## src/rtl/icache_pkg.sv

```systemverilog
// icache_pkg
//   Shared definitions for the I-cache refill controller: FSM state encoding,
//   default geometry, derived field widths and address-split helpers.
//   The helpers take a zero-extended address and return it shifted so that
//   the requested field sits at bit 0; callers truncate to the field width.
package icache_pkg;

  typedef enum logic [2:0] {
    S_INIT,
    S_IDLE,
    S_REQ,
    S_WAIT,
    S_WRITE,
    S_FLUSH
  } state_e;

  localparam int MAX_ADDR_W = 64;
  typedef logic [MAX_ADDR_W-1:0] addr_t;

  localparam int DEF_NUM_WAYS            = 4;
  localparam int DEF_NUM_BANKS           = 4;
  localparam int DEF_SETS_PER_BANK_WIDTH = 8;
  localparam int DEF_ADDR_WIDTH          = 32;
  localparam int DEF_BEAT_WIDTH          = 64;
  localparam int DEF_BEATS_PER_LINE      = 4;

  // Byte-offset bits inside one line.
  function automatic int offset_width(input int beats, input int beat_w);
    return $clog2(beats * beat_w / 8);
  endfunction

  localparam int OFFSET_W   = offset_width(DEF_BEATS_PER_LINE, DEF_BEAT_WIDTH);
  localparam int BANK_SEL_W = $clog2(DEF_NUM_BANKS);
  localparam int DEF_TAG_W  = DEF_ADDR_WIDTH - OFFSET_W - BANK_SEL_W - DEF_SETS_PER_BANK_WIDTH;

  function automatic addr_t get_bank(input addr_t a, input int off_w);
    return a >> off_w;
  endfunction

  function automatic addr_t get_set(input addr_t a, input int off_w, input int bank_w);
    return a >> (off_w + bank_w);
  endfunction

  function automatic addr_t get_tag(input addr_t a, input int off_w, input int bank_w,
                                    input int set_w);
    return a >> (off_w + bank_w + set_w);
  endfunction

endpackage

```

## src/rtl/icache_victim_rr.sv

```systemverilog
// icache_victim_rr
//   One-hot round-robin victim way pointer. Resets to way 0 and rotates left
//   by one way (wrapping from the top way to way 0) on each advance pulse.
// Ports:
//   clk_i, rst_ni  clock, asynchronous active-low reset
//   advance_i      rotate the pointer at the next clock edge
//   victim_o       current one-hot victim way
module icache_victim_rr
  import icache_pkg::*;
#(
  parameter int NUM_WAYS = DEF_NUM_WAYS
) (
  input  logic                clk_i,
  input  logic                rst_ni,
  input  logic                advance_i,
  output logic [NUM_WAYS-1:0] victim_o
);

  logic [NUM_WAYS-1:0] victim_q;
  logic [NUM_WAYS-1:0] victim_d;

  always_comb begin
    victim_d = victim_q;
    if (advance_i) begin
      victim_d = (victim_q << 1) | (victim_q >> (NUM_WAYS - 1));
    end
  end

  always_ff @(posedge clk_i or negedge rst_ni) begin
    if (!rst_ni) begin
      victim_q <= NUM_WAYS'(1);
    end else begin
      victim_q <= victim_d;
    end
  end

  assign victim_o = victim_q;

endmodule

```

## src/rtl/icache_refill.sv

```systemverilog
// icache_refill
//   I-cache miss/refill controller. Takes one line miss at a time, reads the
//   line from memory as BEATS_PER_LINE beats, then writes tag, valid and data
//   into the round-robin victim way in a single cycle. After every reset, and
//   whenever flush_i is seen in IDLE, it invalidates every set of every way.
// Ports:
//   clk_i, rst_ni                         clock, asynchronous active-low reset
//   miss_valid_i/miss_ready_o/miss_addr_i miss request handshake
//   flush_i                               level request for a full invalidate
//   mem_req_valid_o/ready_i/addr_o        line-aligned memory read request
//   mem_rsp_valid_i/mem_rsp_data_i        in-order response beats
//   w_bank_addr_o/w_bank_sel_o            array write set and bank
//   we_way_mask_o                         per-way write enable
//   wdata_tag_o/valid_o/line_o            array write data
//   refill_done_o/flush_done_o            one-cycle completion pulses
//   busy_o                                controller not in IDLE
module icache_refill
  import icache_pkg::*;
#(
  parameter int NUM_WAYS            = DEF_NUM_WAYS,
  parameter int NUM_BANKS           = DEF_NUM_BANKS,
  parameter int SETS_PER_BANK_WIDTH = DEF_SETS_PER_BANK_WIDTH,
  parameter int ADDR_WIDTH          = DEF_ADDR_WIDTH,
  parameter int BEAT_WIDTH          = DEF_BEAT_WIDTH,
  parameter int BEATS_PER_LINE      = DEF_BEATS_PER_LINE,
  parameter int TAG_WIDTH           = DEF_TAG_W
) (
  input  logic                                 clk_i,
  input  logic                                 rst_ni,
  input  logic                                 miss_valid_i,
  output logic                                 miss_ready_o,
  input  logic [ADDR_WIDTH-1:0]                miss_addr_i,
  input  logic                                 flush_i,
  output logic                                 mem_req_valid_o,
  input  logic                                 mem_req_ready_i,
  output logic [ADDR_WIDTH-1:0]                mem_req_addr_o,
  input  logic                                 mem_rsp_valid_i,
  input  logic [BEAT_WIDTH-1:0]                mem_rsp_data_i,
  output logic [SETS_PER_BANK_WIDTH-1:0]       w_bank_addr_o,
  output logic [$clog2(NUM_BANKS)-1:0]         w_bank_sel_o,
  output logic [NUM_WAYS-1:0]                  we_way_mask_o,
  output logic [TAG_WIDTH-1:0]                 wdata_tag_o,
  output logic                                 wdata_valid_o,
  output logic [BEATS_PER_LINE*BEAT_WIDTH-1:0] wdata_line_o,
  output logic                                 refill_done_o,
  output logic                                 flush_done_o,
  output logic                                 busy_o
);

  localparam int BANK_W      = $clog2(NUM_BANKS);
  localparam int OFF_W       = offset_width(BEATS_PER_LINE, BEAT_WIDTH);
  localparam int BEAT_CNT_W  = (BEATS_PER_LINE > 1) ? $clog2(BEATS_PER_LINE) : 1;
  localparam int FLUSH_CNT_W = BANK_W + SETS_PER_BANK_WIDTH;
  localparam int LINE_W      = BEATS_PER_LINE * BEAT_WIDTH;

  localparam logic [BEAT_CNT_W-1:0]  LAST_BEAT  = BEAT_CNT_W'(BEATS_PER_LINE - 1);
  localparam logic [FLUSH_CNT_W-1:0] LAST_FLUSH = '1;
  localparam logic [ADDR_WIDTH-1:0]  LINE_MASK  = {ADDR_WIDTH{1'b1}} << OFF_W;

  if (TAG_WIDTH != ADDR_WIDTH - OFF_W - BANK_W - SETS_PER_BANK_WIDTH) begin : g_bad_tag_width
    $error("icache_refill: TAG_WIDTH does not match the address split");
  end

  state_e                        state_q, state_d;
  logic [ADDR_WIDTH-1:0]         miss_addr_q, miss_addr_d;
  logic [BEAT_CNT_W-1:0]         beat_cnt_q, beat_cnt_d;
  logic [FLUSH_CNT_W-1:0]        flush_cnt_q, flush_cnt_d;
  logic [LINE_W-1:0]             line_buf_q, line_buf_d;

  logic                          mem_req_valid_q, mem_req_valid_d;
  logic [SETS_PER_BANK_WIDTH-1:0] bank_addr_q, bank_addr_d;
  logic [BANK_W-1:0]             bank_sel_q, bank_sel_d;
  logic [NUM_WAYS-1:0]           we_mask_q, we_mask_d;
  logic [TAG_WIDTH-1:0]          tag_q, tag_d;
  logic                          wvalid_q, wvalid_d;
  logic [LINE_W-1:0]             line_q, line_d;
  logic                          refill_done_q, refill_done_d;
  logic                          flush_done_q, flush_done_d;
  logic                          busy_q, busy_d;

  logic [NUM_WAYS-1:0]           victim;
  logic                          victim_adv;

  assign victim_adv = (state_q == S_WRITE);

  icache_victim_rr #(
    .NUM_WAYS (NUM_WAYS)
  ) u_victim (
    .clk_i     (clk_i),
    .rst_ni    (rst_ni),
    .advance_i (victim_adv),
    .victim_o  (victim)
  );

  always_comb begin
    state_d     = state_q;
    miss_addr_d = miss_addr_q;
    beat_cnt_d  = beat_cnt_q;
    flush_cnt_d = flush_cnt_q;
    line_buf_d  = line_buf_q;

    case (state_q)
      S_INIT:  state_d = S_FLUSH;
      S_IDLE: begin
        if (flush_i) begin
          state_d = S_FLUSH;
        end else if (miss_valid_i) begin
          miss_addr_d = miss_addr_i;
          beat_cnt_d  = '0;
          state_d     = S_REQ;
        end
      end
      S_REQ: begin
        if (mem_req_ready_i) state_d = S_WAIT;
      end
      S_WAIT: begin
        if (mem_rsp_valid_i) begin
          line_buf_d[beat_cnt_q*BEAT_WIDTH +: BEAT_WIDTH] = mem_rsp_data_i;
          beat_cnt_d = beat_cnt_q + BEAT_CNT_W'(1);
          if (beat_cnt_q == LAST_BEAT) state_d = S_WRITE;
        end
      end
      S_WRITE: state_d = S_IDLE;
      S_FLUSH: begin
        // Wraps back to 0 on the last index, ready for the next flush.
        flush_cnt_d = flush_cnt_q + FLUSH_CNT_W'(1);
        if (flush_cnt_q == LAST_FLUSH) state_d = S_IDLE;
      end
      default: state_d = S_INIT;
    endcase

    // Outputs are registered: derive them from the state being entered so
    // they line up with that state in the following cycle. The victim only
    // advances at the end of WRITE, so its current value is the one to use.
    mem_req_valid_d = (state_d == S_REQ);
    busy_d          = (state_d != S_IDLE);
    refill_done_d   = (state_d == S_WRITE);
    wvalid_d        = (state_d == S_WRITE);
    flush_done_d    = (state_d == S_FLUSH) && (flush_cnt_d == LAST_FLUSH);
    we_mask_d       = '0;
    bank_addr_d     = '0;
    bank_sel_d      = '0;
    tag_d           = '0;
    line_d          = '0;
    if (state_d == S_WRITE) begin
      we_mask_d   = victim;
      bank_addr_d = SETS_PER_BANK_WIDTH'(get_set(addr_t'(miss_addr_q), OFF_W, BANK_W));
      bank_sel_d  = BANK_W'(get_bank(addr_t'(miss_addr_q), OFF_W));
      tag_d       = TAG_WIDTH'(get_tag(addr_t'(miss_addr_q), OFF_W, BANK_W,
                                       SETS_PER_BANK_WIDTH));
      line_d      = line_buf_d;
    end else if (state_d == S_FLUSH) begin
      we_mask_d   = '1;
      bank_addr_d = flush_cnt_d[SETS_PER_BANK_WIDTH-1:0];
      bank_sel_d  = flush_cnt_d[FLUSH_CNT_W-1 -: BANK_W];
    end
  end

  always_ff @(posedge clk_i or negedge rst_ni) begin
    if (!rst_ni) begin
      state_q         <= S_INIT;
      miss_addr_q     <= '0;
      beat_cnt_q      <= '0;
      flush_cnt_q     <= '0;
      line_buf_q      <= '0;
      mem_req_valid_q <= 1'b0;
      bank_addr_q     <= '0;
      bank_sel_q      <= '0;
      we_mask_q       <= '0;
      tag_q           <= '0;
      wvalid_q        <= 1'b0;
      line_q          <= '0;
      refill_done_q   <= 1'b0;
      flush_done_q    <= 1'b0;
      busy_q          <= 1'b1;
    end else begin
      state_q         <= state_d;
      miss_addr_q     <= miss_addr_d;
      beat_cnt_q      <= beat_cnt_d;
      flush_cnt_q     <= flush_cnt_d;
      line_buf_q      <= line_buf_d;
      mem_req_valid_q <= mem_req_valid_d;
      bank_addr_q     <= bank_addr_d;
      bank_sel_q      <= bank_sel_d;
      we_mask_q       <= we_mask_d;
      tag_q           <= tag_d;
      wvalid_q        <= wvalid_d;
      line_q          <= line_d;
      refill_done_q   <= refill_done_d;
      flush_done_q    <= flush_done_d;
      busy_q          <= busy_d;
    end
  end

  assign miss_ready_o    = (state_q == S_IDLE) && !flush_i;
  assign mem_req_valid_o = mem_req_valid_q;
  assign mem_req_addr_o  = miss_addr_q & LINE_MASK;
  assign w_bank_addr_o   = bank_addr_q;
  assign w_bank_sel_o    = bank_sel_q;
  assign we_way_mask_o   = we_mask_q;
  assign wdata_tag_o     = tag_q;
  assign wdata_valid_o   = wvalid_q;
  assign wdata_line_o    = line_q;
  assign refill_done_o   = refill_done_q;
  assign flush_done_o    = flush_done_q;
  assign busy_o          = busy_q;

  // Response beats are only legal while a line is being collected.
  a_rsp_only_in_wait : assert property (
    @(posedge clk_i) disable iff (!rst_ni) mem_rsp_valid_i |-> (state_q == S_WAIT));

endmodule

```

## config.mk

```make
export PLATFORM = sky130hd
export DESIGN_NAME = icache_refill
export DESIGN_NICKNAME = d
export VERILOG_FILES = /design/src/rtl/icache_pkg.sv /design/src/rtl/icache_victim_rr.sv /design/src/rtl/icache_refill.sv
export SDC_FILE = /design/constraint.sdc
export NUM_CORES = 1
export LEC_CHECK = 0
export CAP_MARGIN = 5
export CORE_MARGIN = 10
export CORE_UTILIZATION = 37
export CTS_CLUSTER_DIAMETER = 60
export DETAILED_ROUTE_END_ITERATION = 8
export GPL_TIMING_DRIVEN = 0
export PLACE_DENSITY = 0.69
export SLEW_MARGIN = 30
export SYNTH_ARGS = -nofsm -noshare
export SYNTH_HDL_FRONTEND = slang
export SYNTH_SLANG_ARGS = --single-unit
```

## constraint.sdc

```tcl
create_clock -name clk_i -period 3.1 [get_ports clk_i]
set_clock_uncertainty 0.2 [all_clocks]
set_input_delay 0.62 -clock clk_i [delete_from_list [all_inputs] [get_ports clk_i]]
set_output_delay 0.62 -clock clk_i [all_outputs]
set_load 0.02 [all_outputs]
```

# After elaboration in Yosys (flattened, before gate mapping)
# Index checks and enable logic that the tools add are counted.
# word_totals
register_bits	598
latch_bits	0
ram_bits	0
rom_bits	0
inputBits	102
out_inout_bits	325
word_cells	67
mem_count	0
# op_classes
n_addsub	3
n_mul	0
n_div	0
magnitude_cmp	0
eq_ne	15
shift	2
n_mux	23
n_bitwise	2
reduce_logical	7
# ops
cell	count
$mux W256	3
$bwmux W256	1
$shift A64 B34 Y256 const A	1
$shiftx A64 B34 Y256	1
$neg A8 Y34	1
$eq A10 B10 Y1 const B	2
$mux W3	6
$pmux W3 S6	1
$mux W17	1
$mux W8	2
$eq A3 B3 Y1 const B	4
$add A10 B1 Y10 const B	1
$mux W10	1
$mux W2	5
$eq A3 B2 Y1 const B	3
$mux W4	2
$ne A2 B2 Y1 const B	3
$or A4 B1 Y4	1
$pmux W2 S2	1
$reduce_and A4 Y1	1
$eq A3 B1 Y1 const B	1
$logic_not A3 Y1	1
$ne A3 B1 Y1 const B	1
$reduce_and A3 Y1	1
other kinds (6)	7

# Depth between registers and ports, before layout
# depth
ltp_word	7
mapped_depth	7
ltp_nobuf	6

# By module
# A second synthesis with hierarchy kept.
# unflattened
cells_unflattened	1930
hier_area_um2	21554.4
# by_module_without_submodules
mod	instances	cells_per_inst	area_each_um2	seq_area_each_um2
icache_refill	1	1922	21408.0	14740.4
icache_victim_rr	1	8	146.4	101.3

# Worst setup path after synthesis
# No wires, ideal clock.
# synth_path
kind	register to register
startpoint	register beat_cnt_q[0]
endpoint	register line_q[10] (netlist: wdata_line_o[10])
arrival_time_ns	1.934
required_ns	2.822
setup_slack_ns	0.888
path_stages_with_launch	8
path_cell_list	dfrtp_1 > inv_1 > ha_1 > nor3b_1 > clkbuf_1 > clkbuf_1 > nand3_1 > a21oi_1
# synth_between
elab_chain_len	6
elab_cells_between_ends	12
cone_classes	1 x add/sub; 2 x eq/ne; 2 x shift; 7 x mux
# synth_rtl
element	line	rtl
start, declared	icache_refill.sv:66	logic [BEAT_CNT_W-1:0] beat_cnt_q, beat_cnt_d;
start signal, assigned	icache_refill.sv:179	beat_cnt_q <= beat_cnt_d;
$neg A8 Y34 or $eq A2 B2 Y1 (tied branches)	icache_refill.sv:118, icache_refill.sv:120	
$shiftx A64 B34 Y256 (tied with other cells)	icache_refill.sv:118	line_buf_d[beat_cnt_q*BEAT_WIDTH +: BEAT_WIDTH] = mem_rsp_data_i;
$bwmux W256 or $mux W3 (tied branches)	icache_refill.sv:118, icache_refill.sv:117	
$mux W256 or $pmux W3 S6 (tied branches)	icache_refill.sv:117, icache_refill.sv:102	
$mux W256 or $eq A3 B3 Y1 (tied branches)	icache_refill.sv:102, icache_refill.sv:145	
$mux W256 (*)	icache_refill.sv:145	if (state_d == S_WRITE) begin
net line_d[10]	icache_refill.sv:76	logic [LINE_W-1:0] line_q, line_d;
end signal, assigned	icache_refill.sv:188	line_q <= line_d;
end, declared	icache_refill.sv:76	
# Mark *: on every way through the listed nets, which the timed path passes. The rest lies on a longest branch.
# A chain may end at the register's enable or synchronous reset.

# Worst setup path after layout
# layout_path
startpoint	register beat_cnt_q[0]
endpoint	register line_q[181] (netlist: wdata_line_o[181])
# The elaborated chain is that of the path after synthesis.

==> run summary <==
CP Max Fanout - 10
RD Place Congestion - 0.865
Met3 Resource Use GR - 0.0642
Synth Area per Inst - 11.1 µm²
Root buffer selected by CTS - clkbuf_16
CP endpoint kind - flip-flop
Worst-Margin Slew - 0.969 ns
Initial antenna violation count - 2
Die Wd - 259 µm
Flip-flop and latch area - 14,800 µm²
Crit share post-route - 0.968
Port Buffer Count - 416
Clk sinks - 593
Fraction of registers with async set/reset - 1.00
Warnings from Yosys - 0
Post-Syn Instances - 1,914
RSZ-0062 raised after global routing - true
Post-Place Cells - 3,100
Flops & latches, synth - 593
FMAX - 333 MHz
Final Hold Violating Endpoints - 0
Total core area - 56,500 µm²
Largest cells by area after synthesis - dfrtp_1 70%, nand2_1 9.5%, nand3_1 6.1%, a21oi_1 6.1%, mux2_2 1.6%
CTS tree - yes
Io pins - 427
Hold Crit Class - input port to asynchronous set/reset pin
Combined area of the multi-input logic cells - 5750 µm²
ANT nets after route - 0
First-pass GRT wire length - 102,000 µm
Grt met2 use - 0.322
Cell Area, Synth - 21,200 µm²
Reg2reg setup slack - 0.1 ns
Largest area contributor in the netlist - dfrtp_1
Top-count cell post-synth - dfrtp_1
Layout cells sized above 1 - 0.0898
Post-synthesis cell type count - 48
# diodes - 0
Post-DP HPWL - 48,900 µm
Pwr Density - 697 nW/µm²
Max-cap violations - 0
Finished Core Util - 0.507
Fin nets - 2,518
Clk_lat worst skew - 0.62 ns
VDD IR-drop max - 648 µV
Cell Count, Final, Fillers Out - 3,216
Total global routing overflow - 0
Vias - 16,300
Most frequent cells after synthesis - 591 x dfrtp_1, 537 x nand2_1, 259 x nand3_1
Most used DFF post-synth - dfrtp_1
Leakage - 13.9 nW
EDFF count, synth - 0
Fin worst setup slack - 0.0987 ns
Chip height - 259 µm
CTS H-tree depth - 2
R2r endpoint - wdata_line_o[181]$_DFF_PN0_
Final setup vio count - 0
Via count of the first global-routing pass - 16,900
Initial drt markers - 1,030
Final Max Slew Viols - 0
Setup Crit Path Kind - flip-flop to flip-flop
Crit path time final - 3.00 ns
Clock Pin Slew Worst Setup and Hold Paths - 0.06 ns
WP data arrival - 3.33 ns
Filler Cells Inserted - 4,932
Setup WS pre-CTS - -0.711 ns
DR pass1 iterations - 7
Outcome - finished, final reports clean
Worst-case clock buffer depth - 3
Setup TNS - 0 ns
CTS Buf Count - 61
Worst rel slew slack - 0.352
Pwr Total - 20.0 mW
P&R area growth vs syn - 35.2%
Seq/Total Area, Yosys - 0.701
Pin count of the biggest net entering global routing - 93
Row cnt - 87
Startpoint class of the critical path - flip-flop
Final instance area - 28,600 µm²
GR peak layer - met2
Vias/cell - 5.06
Synth top area share - 0.698
Critical path required time - 3.43 ns
Routed wire per std cell - 21.1 µm
R2R Path Start - beat_cnt_q[0]$_DFFE_PN0P_
Post-Place Cell Area - 26,600 µm²
Total Die Area - 67,200 µm²
Total track usage - 0.197
Total wire length - 67,700 µm
DRC - 0
Reg2Reg Depth - 8
Initial Utilization - 0.375
Met1 Use GR - 0.247
Worst hold margin - 0.261 ns
-- registers in the layout, summed over array words and instances (netlist names), 2 cells and up --
| signal | cells |
|---|---|
| flush_cnt_q | 10 |
| w_bank_addr_o | 8 |
| w_bank_sel_o | 2 |
| wdata_tag_o | 17 |
| line_buf_q | 256 |
| state_q | 3 |
| beat_cnt_q | 2 |
| u_victim.victim_o | 4 |
| wdata_line_o | 256 |
| miss_addr_q | 27 |
| we_way_mask_o | 4 |
-- kinds of logic after synthesis --
logic type,after synthesis,share of synthesized area
other,1,0.000177
AO/OA/AOI/OAI,285,0.0715
multiplexers,31,0.0165
XOR/XNOR,7,0.00289
AND/OR/NAND/NOR,855,0.174
flip-flops,593,0.701
buffers and inverters,135,0.0297
adder cells (fa/ha/maj),7,0.00413
-- where the power goes --
group / internal (mW) / total (mW) / switching [mW]
Clock: 4.32 / 7.36 / 3.05
Sequential: 8.57 / 8.98 / 0.412
Combinational: 1.28 / 3.64 / 2.35
Total: 14.2 / 20.0 / 5.81
-- area by class of cell --
class | instances | area share
flip-flops and latches | 593 | 0.518
multi-input cells | 1190 | 0.201
repair buffers | 428 | 0.154
clock buffers | 91 | 0.0621
well taps | 756 | 0.0330
plain buffers | 127 | 0.0214
clock inverters | 23 | 0.00935
inverters | 8 | 0.00105
-- worst max-delay path, cell delays in order (launching register included) --
cell and delay, ns:
dfrtp_1 0.48, inv_1 0.23, ha_1 0.47, nand2b_1 0.18, nor2_2 0.35, buf_8 0.21
clkbuf_1 0.39, nand3_1 0.17, a21oi_1 0.21
-- cells in the final DEF, fill, tap and decap left out, types with 7 or more instances in the layout --
| cell | Yosys | layout |
|---|---|---|
| nand2_1 | 537 | 537 |
| clkbuf_2 | 0 | 7 |
| a22o_1 | 10 | 10 |
| ha_1 | 7 | 7 |
| nand3_1 | 259 | 259 |
| clkinv_2 | 0 | 10 |
| and3_1 | 19 | 19 |
| buf_1 | 11 | 10 |
| clkbuf_16 | 0 | 61 |
| inv_1 | 8 | 8 |
| buf_16 | 0 | 7 |
| dfrtp_1 | 591 | 591 |
| clkbuf_1 | 56 | 64 |
| buf_2 | 41 | 42 |
| clkdlybuf4s50_1 | 0 | 414 |
| buf_4 | 19 | 20 |
| clkbuf_8 | 0 | 14 |
| a21oi_1 | 258 | 258 |
| mux2_2 | 31 | 31 |
-- how the worst max path moves through the flow --
stage                                   start                     endpoint  slack (ns)  cells past startpoint
floorplan           beat_cnt_q[0]$_DFFE_PN0P_   wdata_line_o[10]$_DFF_PN0_        0.89                      7
detailed placement            mem_rsp_valid_i  wdata_line_o[110]$_DFF_PN0_       -0.71                      7
finish              beat_cnt_q[0]$_DFFE_PN0P_  wdata_line_o[181]$_DFF_PN0_         0.1                      8
global route        beat_cnt_q[0]$_DFFE_PN0P_  wdata_line_o[180]$_DFF_PN0_       -0.04                      8
CTS                 beat_cnt_q[0]$_DFFE_PN0P_  wdata_line_o[110]$_DFF_PN0_        0.07                      8
global placement                       rst_ni  wdata_line_o[219]$_DFF_PN0_      -23.80                      1
-- per-layer routing --
metal  part of all wire  vias up  routed length [µm]
met3              0.094      113                6340
met4              0.024        2                1650
met5            0.00030        -                  20
met1               0.41     8142               27500
met2               0.48      638               32200
li1                   -     7392                   -
-- timing repair --
action | 4_1_cts | 5_1_grt
hold endpoints to repair | 34 | 0
gates resized for setup | 4 | 13
setup buffers | 0 | 1
cloned | 0 | 0
hold buffers | 1 | 0
endpoints found under the setup margin | 21 | 104
(Power assumes the default switching activity.)
==> RTL change 1 (config.mk and constraints unchanged) <==
Make the reset (`rst_ni`) synchronous in 2 clocked blocks. Comments in the files are not updated.
--- a/src/rtl/icache_victim_rr.sv
+++ b/src/rtl/icache_victim_rr.sv
@@ -27,5 +27,5 @@
   end
 
-  always_ff @(posedge clk_i or negedge rst_ni) begin
+  always_ff @(posedge clk_i) begin
     if (!rst_ni) begin
       victim_q <= NUM_WAYS'(1);
--- a/src/rtl/icache_refill.sv
+++ b/src/rtl/icache_refill.sv
@@ -157,5 +157,5 @@
   end
 
-  always_ff @(posedge clk_i or negedge rst_ni) begin
+  always_ff @(posedge clk_i) begin
     if (!rst_ni) begin
       state_q         <= S_INIT;
Formal check against the unedited RTL: differs if rst_ni is asserted again (counterexample within 4 cycles, from zero or initial values and one cycle with rst_ni low); with rst_ni held inactive, the same outputs for 10 cycles.
==> RTL change 1 against the original RTL <==
Hold slack better by 0.019 ns; count of clock-buffer cells in the layout decreased by 1; highest routed layer unchanged; sequential cell count did not move; first-iteration DRC count is 13% lower; utilization increased by 0.58 points; synthesized area fell by 4.7%; cell area decreased by 3.5%; setup slack gained 0.10 ns; routed wire length decreased by 2.6%.
Power is not compared: it rests on default switching activity, and its combinational part moved more than twofold at a synthesized area within 25%.
==> RTL change 1: results (changes against the original RTL) <==
metric,value,unit,change
post_cts resized,3,,-1
largest cells by area after synthesis,"dfxtp_1 (59%), nor2b_1 (8.3%), and3_1 (8.0%)",,
GRT met1 Usage,0.222,,-0.0251
ys async rst share,0,,-1.00
GR Util met2,0.336,,+0.0136
Switching Power,3640,uW,
pin count of the biggest net entering global routing,16,,-83%
Startpoint Class,flop,,
register clock-pin slew on the reported worst setup and hold paths,0.06,ns,about the same
clock latency on the worst-skew pair,0.58,ns,-0.04 ns
Final nets,2626,,+4.3%
final RePlAce weighted congestion,0.848,,-2.0%
maximum buffer depth of the clock tree,3,,unchanged
Vias/cell,4.83,,-4.7%
met2 WL,31400,um,-2.4%
Port Buffer Count,416,,unchanged
slew margin rel.,0.362,,+0.0101
Hold Crit Depth,2,,
initial DRC count,892,,-13%
initial antenna violation count,5,,+3
GRT Total Usage,0.198,,+0.000974
CP max FO,10,,unchanged
"Arr. time, crit path",3.21,ns,-0.12 ns
first-pass GRT wire length,97000,um,-4.5%
Ys Warns,0,,unchanged
Layout fillers,4776,,-3.2%
clock tree root buffer cell,clkbuf_16,,
grt met3 use,0.0756,,+0.0114
Min-Delay Path Class,flop to flop,,
vias in the first global route,16200,,-4.3%
H-tree depth,3,,+1
met1 wire length,26200,um,-4.7%
CTS buffer count,66,,+8.2%
post-DP HPWL,49000,um,about the same
drt first pass iters,6,,-1
ys flop type,dfxtp_1,,
leak pwr,0.0108,uW,
# Post-CTS Setup Buffers,5,,+5
layout cells sized above 1,0.148,,+0.0583
Yosys cell types,52,,+8.3%
final WL,65900,um,-2.6%
Max Used Layer,met5,,
length of routed met3 wiring,6290,um,-0.76%
Max VDD drop,0.423,mV,
outcome,completed,,
Synth top cells by count,"dfxtp_1 (593), nor2b_1 (269), nor2_1 (266), and3_1 (257), a21oi_2 (149)",,
worst reg-to-reg path cell count,9,,+1
sequential share of the synthesized area,0.588,,-0.113
-- RTL change 1: changes by cell type after synthesis, sizes merged, moves of 29 or more --
cell / before / now
dfxtp: 0 / 593
dfrtp: 591 / 0
nand2: 537 / 74
nor2b: 1 / 269
nor2: 6 / 267
nand3: 259 / 8
and3: 19 / 257
mux2: 31 / 0
a21boi: 0 / 29
-- RTL change 1: power groups by stage --
stage / clock network [uW] / logic, uW / registers, uW
after detailed placement: 0 / 741 / 7850
final: 8030 / 743 / 7690
after global placement: 0 / 730 / 7850
after global routing: 8490 / 795 / 7690
after floorplan: 0 / 317 / 7880
after CTS: 8200 / 747 / 7690
-- RTL change 1: critical path, cell delays in order, from the launching register on --
cell      delay (ns)
dfxtp_1         0.53
inv_1           0.26
ha_1            0.54
nor3b_4         0.28
buf_4           0.19
buf_12          0.12
clkbuf_1        0.31
and3_1          0.23
a21oi_2         0.04
nor2_1          0.14
-- RTL change 1: cell families after synthesis --
logic type,share of synthesized area
AND/OR/NAND/NOR,0.249
flip-flops,0.588
AO/OA/AOI/OAI,0.116
buffers and inverters,0.0381
XOR/XNOR,0.00434
adder cells (fa/ha/maj),0.00434
other,0.000186
multiplexers,0.000496
-- RTL change 1: path summary, 6_finish.rpt --
kind | slack (ns) | to | startpoint
min | 0.28 | miss_addr_q[27]$_SDFFE_PN0P_ | miss_addr_q[27]$_SDFFE_PN0P_
max | 0.20 | wdata_line_o[143]$_SDFF_PN0_ | beat_cnt_q[0]$_SDFFE_PN0P_
min reg2reg | 0.28 | miss_addr_q[27]$_SDFFE_PN0P_ | miss_addr_q[27]$_SDFFE_PN0P_
max reg2reg | 0.20 | wdata_line_o[143]$_SDFF_PN0_ | beat_cnt_q[0]$_SDFFE_PN0P_
-- RTL change 1: metrics by stage --
| stage | power (uW) | setup WS [ns] | instance area, um^2 | setup TNS (ns) | std cells |
|---|---|---|---|---|---|
| 6_report | 16500 | 0.202 | 27700 | 0 | 3263 |
| 5_1_grt | 17000 | 0.0237 | 27700 | 0 | 3262 |
| 4_1_cts | 16600 | 0.0239 | 27600 | 0 | 3259 |
| 3_5_place_dp | 8600 | -0.652 | 25300 | -111.20 | 3137 |
| 3_3_place_gp | 8580 | -0.596 | 25200 | -122.31 | 3135 |
| 2_1_floorplan | 8200 | 0.975 | 20200 | 0 | 2023 |
-- RTL change 1: final cells by class --
| cell class | count | share of cell area |
|---|---|---|
| buffer | 157 | 0.0266 |
| tap | 696 | 0.0315 |
| clock buffer | 90 | 0.0704 |
| inverter | 10 | 0.00136 |
| timing repair buffer | 426 | 0.155 |
| antenna | 1 | 0.0000905 |
| sequential | 593 | 0.429 |
| multi-input combinational | 1263 | 0.275 |
| clock inverter | 27 | 0.0115 |
==> RTL change 2 (same settings) <==
Without the edit above. Change the package constant `DEF_BEAT_WIDTH` from 64 to 60.
--- a/src/rtl/icache_pkg.sv
+++ b/src/rtl/icache_pkg.sv
@@ -22,5 +22,5 @@
   localparam int DEF_SETS_PER_BANK_WIDTH = 8;
   localparam int DEF_ADDR_WIDTH          = 32;
-  localparam int DEF_BEAT_WIDTH          = 64;
+  localparam int DEF_BEAT_WIDTH          = 60;
   localparam int DEF_BEATS_PER_LINE      = 4;
 
Ports: changed (resized mem_rsp_data_i and wdata_line_o); port bits go from 427 to 407. The function was not compared with the original's and may differ.
==> RTL change 2 against the original RTL <==
Synthesized area increased by 9.8%; critical path type unchanged; the flow now finishes with violations (negative setup slack); setup slack worse by 0.14 ns; routed wire length rose by 47%; via count is 18% higher; sequential cell count shrank 32; cell area increased by 17%.
Power is not compared: it rests on default switching activity, and its combinational part moved more than twofold at a synthesized area within 25%.
==> RTL change 2: results (changes against the original RTL) <==
metric,value,unit,change
outcome,"complete, but fails checks",,
failing checks,negative setup slack,,
grt met3 use,0.0915,,+0.0272
"delay-heaviest family, CP",buffers and inverters,,
Layout fillers,5211,,+5.7%
first-pass GRT wire length,141000,um,+39%
layout cells sized above 1,0.255,,+0.165
initial antenna violation count,16,,+14
setup violators final,25,,+25
final RePlAce weighted congestion,0.979,,+13%
pin count of the biggest net entering global routing,98,,+5.4%
Yosys cell types,84,,+75%
critical path's slowest cell,mux4_2,,
GRT met1 Usage,0.319,,+0.0715
vias in the first global route,20000,,+18%
post-route setup slack,-0.0461,ns,-0.145 ns
Synth top cells by count,"dfrtp_1 (559), and2_1 (225), nor2_1 (144), nand2_1 (137), clkbuf_1 (72)",,
"Hold Violations, Final",0,,unchanged
"Largest stage delay, worst path",0.63,ns,+0.15 ns
Vias/cell,5.66,,+12%
length of routed met3 wiring,10900,um,+71%
ys flop type,dfrtp_1,,
Min-Delay Path Class,flop to flop,,
Place WS,-1.42,ns,-0.710 ns
met1 wire length,38000,um,+38%
post-DP HPWL,73300,um,+50%
largest cells by area after synthesis,"dfrtp_1 (60%), and2_1 (6.0%), mux4_2 (4.4%)",,
Port Buffer Count,396,,-4.8%
leak pwr,0.0151,uW,
initial DRC count,2080,,+100%
drt first pass iters,8,,+1
maximum buffer depth of the clock tree,3,,unchanged
worst slew pin tran,1.01,ns,+0.0362 ns
ys async rst share,1.00,,unchanged
setup TNS,-0.449,ns,-0.449 ns
"Arr. time, crit path",3.46,ns,+0.13 ns
Post-DRT Antenna Nets,0,,unchanged
Final nets,2611,,+3.7%
CTS buffer count,61,,unchanged
H-tree depth,2,,unchanged
CP max FO,6,,-4
Switching Power,3760,uW,
routed len/inst,29.3,um,+39%
clock latency on the worst-skew pair,0.64,ns,+0.02 ns
GRT Total Usage,0.262,,+0.0647
register clock-pin slew on the reported worst setup and hold paths,0.07,ns,
Yosys top cell area share,0.601,,-0.0970
met2 WL,45700,um,+42%
GR Util met2,0.410,,+0.0881
Max VDD drop,0.439,mV,
sequential share of the synthesized area,0.603,,-0.0972
==> RTL change 2: changes by cell type after synthesis, moves of 32 or more <==
cell and delta:
o21ai_0 +41, a21oi_1 -227, mux4_2 +45, nand2_1 -400, dfrtp_1 -32, a22o_1 +51
and2_1 +220, nand3_1 -240, nor2_1 +138, a221o_1 +61
==> RTL change 2: kinds of logic (layout without fill, tap and decap cells) <==
kind of cell,Yosys count,count (layout),synth area share
AND/OR/NAND/NOR,656,656,0.148
flip-flops,561,561,0.603
AO/OA/AOI/OAI,391,391,0.133
buffers and inverters,163,815,0.0333
multiplexers,108,108,0.0731
XOR/XNOR,13,13,0.00522
adder cells (fa/ha/maj),7,7,0.00376
other,1,11,0.000161
==> RTL change 2: per-stage QoR <==
step / hold slack, ns / power (uW) / instances / instance area [um^2]
6_report: 0.264 / 16100 / 3399 / 33600
5_1_grt: 0.294 / 16600 / 3393 / 33600
4_1_cts: 0.274 / 16200 / 3356 / 32700
3_5_place_dp: 0.258 / 8070 / 3143 / 28500
3_3_place_gp: 0.246 / 8060 / 3137 / 28300
2_1_floorplan: 0.124 / 7590 / 1904 / 23300
==> RTL change 2: final timing paths <==
check	startpoint	endpoint	slack (ns)	depth (start not counted)
worst max-delay path	beat_cnt_q[0]$_DFFE_PN0P_	wdata_line_o[225]$_DFF_PN0_	-0.05	11
worst min-delay path	line_buf_q[51]$_DFF_PN0_	line_buf_q[51]$_DFF_PN0_	0.26	2
worst max register to register	beat_cnt_q[0]$_DFFE_PN0P_	wdata_line_o[225]$_DFF_PN0_	-0.05	11
worst min register to register	line_buf_q[51]$_DFF_PN0_	line_buf_q[51]$_DFF_PN0_	0.26	2
max in group asynchronous	rst_ni	u_victim.victim_o[0]$_DFFE_PN1P_	0.98	4
min in group asynchronous	rst_ni	wdata_line_o[174]$_DFF_PN0_	0.36	2
==> RTL change 2: timing repair <==
action                                 in CTS  in global routing
hold buffers                                1                  0
setup endpoints to repair                 489                244
gates cloned                                2                  4
pin swaps                                  51                 65
buffers inserted                           99                 36
endpoints found under the hold margin      81                  0
gates resized for setup                   215                158
==> RTL change 2: layout make-up <==
cell class	instances	area share
repair buffers	542	0.167
well taps	837	0.0312
multi-input cells	1180	0.287
clock buffers	72	0.0494
flip-flops and latches	561	0.418
diodes	6	0.000447
plain buffers	141	0.0265
inverters	19	0.00238
clock inverters	41	0.0174
==> RTL change 2: power by group through the flow <==
stage | combinational (uW) | sequential [uW] | clock, uW
2_1_floorplan | 128 | 7460 | 0
3_3_place_gp | 581 | 7470 | 0
3_5_place_dp | 617 | 7460 | 0
4_1_cts | 735 | 7320 | 8120
5_1_grt | 800 | 7310 | 8450
6_report | 774 | 7320 | 8020
